## src/rtl/ysyx_25060170_gpr_pkg.sv

```systemverilog
// ysyx_25060170_gpr_pkg: shared defaults and helpers for the multi-port GPR file.
package ysyx_25060170_gpr_pkg;

    localparam int XLEN_DEF = 32;
    localparam int NREG_DEF = 32;

    function automatic int clog2(input int n);
        int r;
        r = 0;
        for (int i = 0; i < 32; i++) if ((1 << r) < n) r++;
        return r;
    endfunction

    // Index of the highest set bit, -1 when none; the highest write port wins.
    function automatic int last_hit(input logic [31:0] hit);
        int s;
        s = -1;
        for (int i = 0; i < 32; i++) if (hit[i]) s = i;
        return s;
    endfunction

endpackage

```

## src/rtl/ysyx_25060170_gpr_sb.sv

```systemverilog
// ysyx_25060170_gpr_sb: per-register busy scoreboard (alloc sets, write clears, flush wipes).
module ysyx_25060170_gpr_sb
    import ysyx_25060170_gpr_pkg::*;
#(
    parameter int NREG     = NREG_DEF,
    parameter int NWR      = 2,
    parameter int ZERO_REG = 1,
    localparam int AW      = clog2(NREG)
) (
    input  logic              clk,
    input  logic              rst,
    input  logic              alloc_en,
    input  logic [AW-1:0]     alloc_addr,
    input  logic [NWR-1:0]    wr_en,
    input  logic [NWR*AW-1:0] wr_addr,
    input  logic              flush,
    output logic [NREG-1:0]   busy_vec
);

    logic [NREG-1:0] busy_q, busy_d, clr, set;

    // A new producer supersedes a completing one, so set is applied after clear.
    always_comb begin
        clr = '0;
        for (int p = 0; p < NWR; p++) if (wr_en[p]) clr[wr_addr[p*AW +: AW]] = 1'b1;
        set = alloc_en ? (NREG'(1) << alloc_addr) : '0;
        busy_d = flush ? '0 : ((busy_q & ~clr) | set);
        if (ZERO_REG != 0) busy_d[0] = 1'b0;
    end

    always_ff @(posedge clk or negedge rst) begin
        if (!rst) busy_q <= '0;
        else      busy_q <= busy_d;
    end

    assign busy_vec = busy_q;

endmodule

```

## src/rtl/ysyx_25060170_gpr_mp.sv

```systemverilog
// ysyx_25060170_gpr_mp: NRD-read / NWR-write register file with optional write bypass
// and an integrated pending-write scoreboard for RAW hazard detection.
module ysyx_25060170_gpr_mp
    import ysyx_25060170_gpr_pkg::*;
#(
    parameter int XLEN     = XLEN_DEF,
    parameter int NREG     = NREG_DEF,
    parameter int NRD      = 2,
    parameter int NWR      = 2,
    parameter int ZERO_REG = 1,
    parameter int BYPASS   = 1,
    localparam int AW      = clog2(NREG)
) (
    input  logic                clk,
    input  logic                rst,
    input  logic [NRD*AW-1:0]   rd_addr,
    output logic [NRD*XLEN-1:0] rd_data,
    output logic [NRD-1:0]      rd_busy,
    input  logic [NWR-1:0]      wr_en,
    input  logic [NWR*AW-1:0]   wr_addr,
    input  logic [NWR*XLEN-1:0] wr_data,
    input  logic                alloc_en,
    input  logic [AW-1:0]       alloc_addr,
    input  logic                flush,
    output logic [NREG-1:0]     busy_vec
);

    logic [XLEN-1:0] regs_q [NREG];
    logic [XLEN-1:0] regs_d [NREG];

    // Ports applied in ascending order so the highest colliding port lands last.
    always_comb begin
        regs_d = regs_q;
        for (int p = 0; p < NWR; p++)
            if (wr_en[p] && !(ZERO_REG != 0 && wr_addr[p*AW +: AW] == '0))
                regs_d[wr_addr[p*AW +: AW]] = wr_data[p*XLEN +: XLEN];
    end

    always_ff @(posedge clk or negedge rst) begin
        if (!rst) begin
            for (int i = 0; i < NREG; i++) regs_q[i] <= '0;
        end else begin
            regs_q <= regs_d;
        end
    end

    ysyx_25060170_gpr_sb #(
        .NREG     (NREG),
        .NWR      (NWR),
        .ZERO_REG (ZERO_REG)
    ) u_sb (
        .clk        (clk),
        .rst        (rst),
        .alloc_en   (alloc_en),
        .alloc_addr (alloc_addr),
        .wr_en      (wr_en),
        .wr_addr    (wr_addr),
        .flush      (flush),
        .busy_vec   (busy_vec)
    );

    for (genvar k = 0; k < NRD; k++) begin : g_rd
        logic [AW-1:0]   a;
        logic [31:0]     hit;
        logic [XLEN-1:0] val;
        int              sel;
        assign a = rd_addr[k*AW +: AW];
        always_comb begin
            hit = '0;
            for (int p = 0; p < NWR; p++) hit[p] = wr_en[p] && (wr_addr[p*AW +: AW] == a);
            sel = last_hit(hit);
            val = regs_q[a];
            if (BYPASS != 0 && sel >= 0) val = wr_data[sel*XLEN +: XLEN];
            if (ZERO_REG != 0 && a == '0) val = '0;
        end
        assign rd_data[k*XLEN +: XLEN] = val;
        assign rd_busy[k] = busy_vec[a];
    end

endmodule

```

## config.mk

```make
export PLATFORM = sky130hd
export DESIGN_NAME = ysyx_25060170_gpr_mp
export DESIGN_NICKNAME = d
export VERILOG_FILES = /design/src/rtl/ysyx_25060170_gpr_pkg.sv /design/src/rtl/ysyx_25060170_gpr_sb.sv /design/src/rtl/ysyx_25060170_gpr_mp.sv
export SDC_FILE = /design/constraint.sdc
export NUM_CORES = 2
export LEC_CHECK = 0
export CAP_MARGIN = 0
export CORE_MARGIN = 2
export CORE_UTILIZATION = 68
export CTS_CLUSTER_DIAMETER = 200
export DETAILED_ROUTE_END_ITERATION = 12
export GPL_TIMING_DRIVEN = 0
export PLACE_DENSITY = 0.87
export SETUP_SLACK_MARGIN = 0.02
export SYNTH_ARGS = -nofsm -noshare
export SYNTH_HDL_FRONTEND = slang
export SYNTH_HIERARCHICAL = 1
export SYNTH_SLANG_ARGS = --single-unit
```

## constraint.sdc

```tcl
create_clock -name clk -period 6.5 [get_ports clk]
set_input_delay 1.3 -clock clk [delete_from_list [all_inputs] [get_ports clk]]
set_output_delay 1.3 -clock clk [all_outputs]
set_load 0.02 [all_outputs]
```

==> flow_metrics.tcl <==
set metrics [dict create \
    status "complete, but fails checks" \
    violations "DRC, capacitance limit, slew limit, setup timing" \
    antenna_found_initial 22 \
    drtIter0Drc 12147 \
    dieHeight_um 316 \
    rsz0062_at_grt "false" \
    synth_ff_type "dfrtp_1" \
    grt_max_degree 172 \
    insertion_delay_ps 740 \
    post-place-ws_ps -539 \
    synthXorXnorAreaFrac_pct 0.264 \
    clock_power_share_pct 29.4 \
    start_kind "primary input" \
    nNetsFinal 6430 \
    synthAdderAreaFrac_pct 0 \
    swShare_pct 34.5 \
    crit_fanout 10 \
    post-cts-setup-buffers 0 \
    fin_area_mm2 0.0739 \
    period_share_pct 103 \
    required_ps 5200 \
    synth.area.top_cells "dfrtp_1 40%, mux4_2 20%, mux2i_1 15%, a21oi_1 4.6%, nor2_1 3.9%" \
    clkSlewWorstSetupHoldPaths_ps 60 \
    htree_levels 3 \
    synth_compound_area_share_pct 11.8 \
    worst_pin_slew_ps 1640 \
    cts_buffer_depth 3 \
    hp-class "primary input to asynchronous set/reset pin" \
    yosys.area_share.simple_pct 7.96 \
    num_rows 114 \
    grt_pass1_wl_um 410000 \
    die_area_mm2 0.100 \
    clockRootBuffer "clkbuf_16" \
    route.detailed.drc 2 \
    io_pins 193 \
    areaGrowthSynthToFinish_pct 11.3 \
    seqPwrFrac_pct 41.8 \
    grt-ovfl-total 0 \
    post-dp-hpwl_um 218000 \
    cts_tree "done" \
    synth_top_family_by_area "multiplexers" \
    cp-end-kind "output port" \
    cap_violations 3 \
    synthDistinctLibCells 59 \
    synth-warning-count 6 \
    setup_violations 42 \
    crit_arrival_ps 5400 \
    syn_avg_cell_area_um2 10.9 \
    power.leakage_nw 31.6 \
    startpoint "rd_addr[1]" \
    coreArea_mm2 0.0967 \
    power_frac_comb_pct 28.8 \
    clock_skew_ps 0 \
    cts_sinks 1055 \
    synth_largest_area_cell "dfrtp_1" \
    timing.fmax_mhz 149 \
    vias 61289 \
    powerDensity_mw_per_mm2 320 \
    drt-pass1-iter-count 13 \
    r2r-start "u_sb/busy_vec[11]$_DFF_PN0_" \
    track_usage_pct 57.8 \
    post-route-util_pct 76.4 \
    die_w_um 316 \
    syn_nets 6185 \
    synth_edf_count 0 \
    antenna_left 0 \
    viasPerCell 7.94 \
    criticalPathCategory "primary input to output port" \
    holdWs_ps 431 \
    syn_area_mm2 0.0664 \
    ys_ff_latch 1055 \
    cts_made_buffers 113 \
    wire_per_inst_um 37.6 \
    wl_um 290000 \
    min_period_ps 6700 \
    grt_pass1_vias 59790 \
    synth_top_area_share_pct 39.8 \
    holdBufCountCts 0 \
    slew_headroom_pct -9.91 \
    irDropWorstVdd_v 0.000316 \
    gp_congestion 1.10 \
    synth_mux_area_share_pct 34.9 \
    async_flop_share_pct 100 \
    start_util_pct 68.6 \
    portBuffers 121 \
    slew_violations 13 \
    power_mw 23.6 \
    fillers 6217 \
    seq_area_frac_synth_pct 39.8 \
    netSwitchingPower_mw 8.15 \
    cellInternalPower_mw 15.5 \
    final_hold_viol_count 0 \
    dpl_cell_area_mm2 0.0694 \
    synthCells 6090 \
    setup_ws_ps -200 \
    drive_gt1_share_pct 17.3 \
]
per-stage QoR:
step                      TNS, ps  cells
after floorplan                 0   6090
after global placement          -   7487
after detailed placement   -11880   7496
after CTS                    -187   7705
after global routing            0   7716
final                       -3660   7722
timing repair:
item	CTS	global route
pin swaps	0	5
gates cloned	0	0
resized for setup	56	97
setup endpoints to repair	52	55
kinds of logic after synthesis:
family                    count (synthesis)
other                                     1
muxes                                  1570
xor gates and xnor gates                 20
AOI/OAI and AO/OA                      1339
buffers and inverters                   852
and+or+nand+nor                        1253
DFF                                    1055
layer usage:
layer,GRT usage (%),part of all wire [%]
met3,30.1,18
met4,39.3,8.8
met5,2.23,0.24
met2,77.2,40
met1,72.5,33
power by group through the flow:
stage,Clock [mW],Sequential (mW),Combinational [mW]
global placement,0,9.57,5.97
CTS,6.83,9.67,6.36
detailed placement,0,9.71,6.25
finish,6.94,9.88,6.81
floorplan,0,9.13,4.34
global route,7.09,9.91,6.98
cells in the final DEF, fill, tap and decap left out, types with 73 or more instances in the layout:
cell type and n:
mux4_2 593, clkbuf_1 522, mux2i_1 973, buf_2 166, clkbuf_16 116, buf_1 73, clkdlybuf4s50_1 120, nor2_1 680
nand2_1 433, o21ai_0 361, dfrtp_1 1055, a21oi_1 609
state kept, by name (all words and copies together) (netlist names):
register	flops
u_sb/busy_vec	31
regs_q	1024
layout make-up:
| type | count | area (um^2) | area share [%] |
|---|---|---|---|
| multi-input cells | 4183 | 36900 | 49.9 |
| flip-flops and latches | 1055 | 26400 | 35.7 |
| plain buffers | 817 | 3490 | 4.72 |
| clock buffers | 175 | 3420 | 4.64 |
| well taps | 1276 | 1600 | 2.16 |
| repair buffers | 130 | 1440 | 1.94 |
| clock inverters | 34 | 474 | 0.642 |
| inverters | 35 | 131 | 0.178 |
| diodes | 17 | 42.5 | 0.0576 |
cell usage after synthesis (4+ instances only):
cell,instances
o32ai_1,31
o21ai_0,361
a211oi_1,62
mux2_2,4
nand2_1,433
nor2_1,682
clkbuf_2,26
a221oi_1,62
o21ai_1,24
nand4_1,10
buf_1,78
nand3b_1,5
o221ai_1,64
nor3_1,6
nand4b_1,11
inv_1,35
a21oi_1,609
a22o_1,62
nor4b_2,10
clkbuf_1,531
nand2b_1,14
and3_1,6
nand3_1,10
dfrtp_1,1055
xor2_1,4
or3_1,4
mux4_2,593
buf_6,11
buf_4,8
nor4b_1,22
buf_2,163
mux2i_1,973
a32oi_1,20
xnor2_1,16
nand4bb_1,6
o22ai_1,33
nor2b_1,11
path summary, 6_finish.rpt:
check,to,slack [ps],cells after the start
max in group asynchronous,regs_q[722]$_DFF_PN0_,4050,3
worst max register to register,u_sb/busy_vec[11]$_DFF_PN0_,5440,2
worst min-delay path,regs_q[264]$_DFF_PN0_,430,1
worst max-delay path,rd_data[12],-200,8
min in group clk,regs_q[997]$_DFF_PN0_,490,1
worst min register to register,regs_q[997]$_DFF_PN0_,490,1
critical path, cell delays in order:
cell,delay [ps]
buf_2,360
buf_2,520
clkbuf_1,970
mux4_2,430
a22o_1,260
a221oi_1,710
a211oi_2,250
clkdlybuf4s50_1,590
No activity file was read; power rests on OpenSTA's default activity.
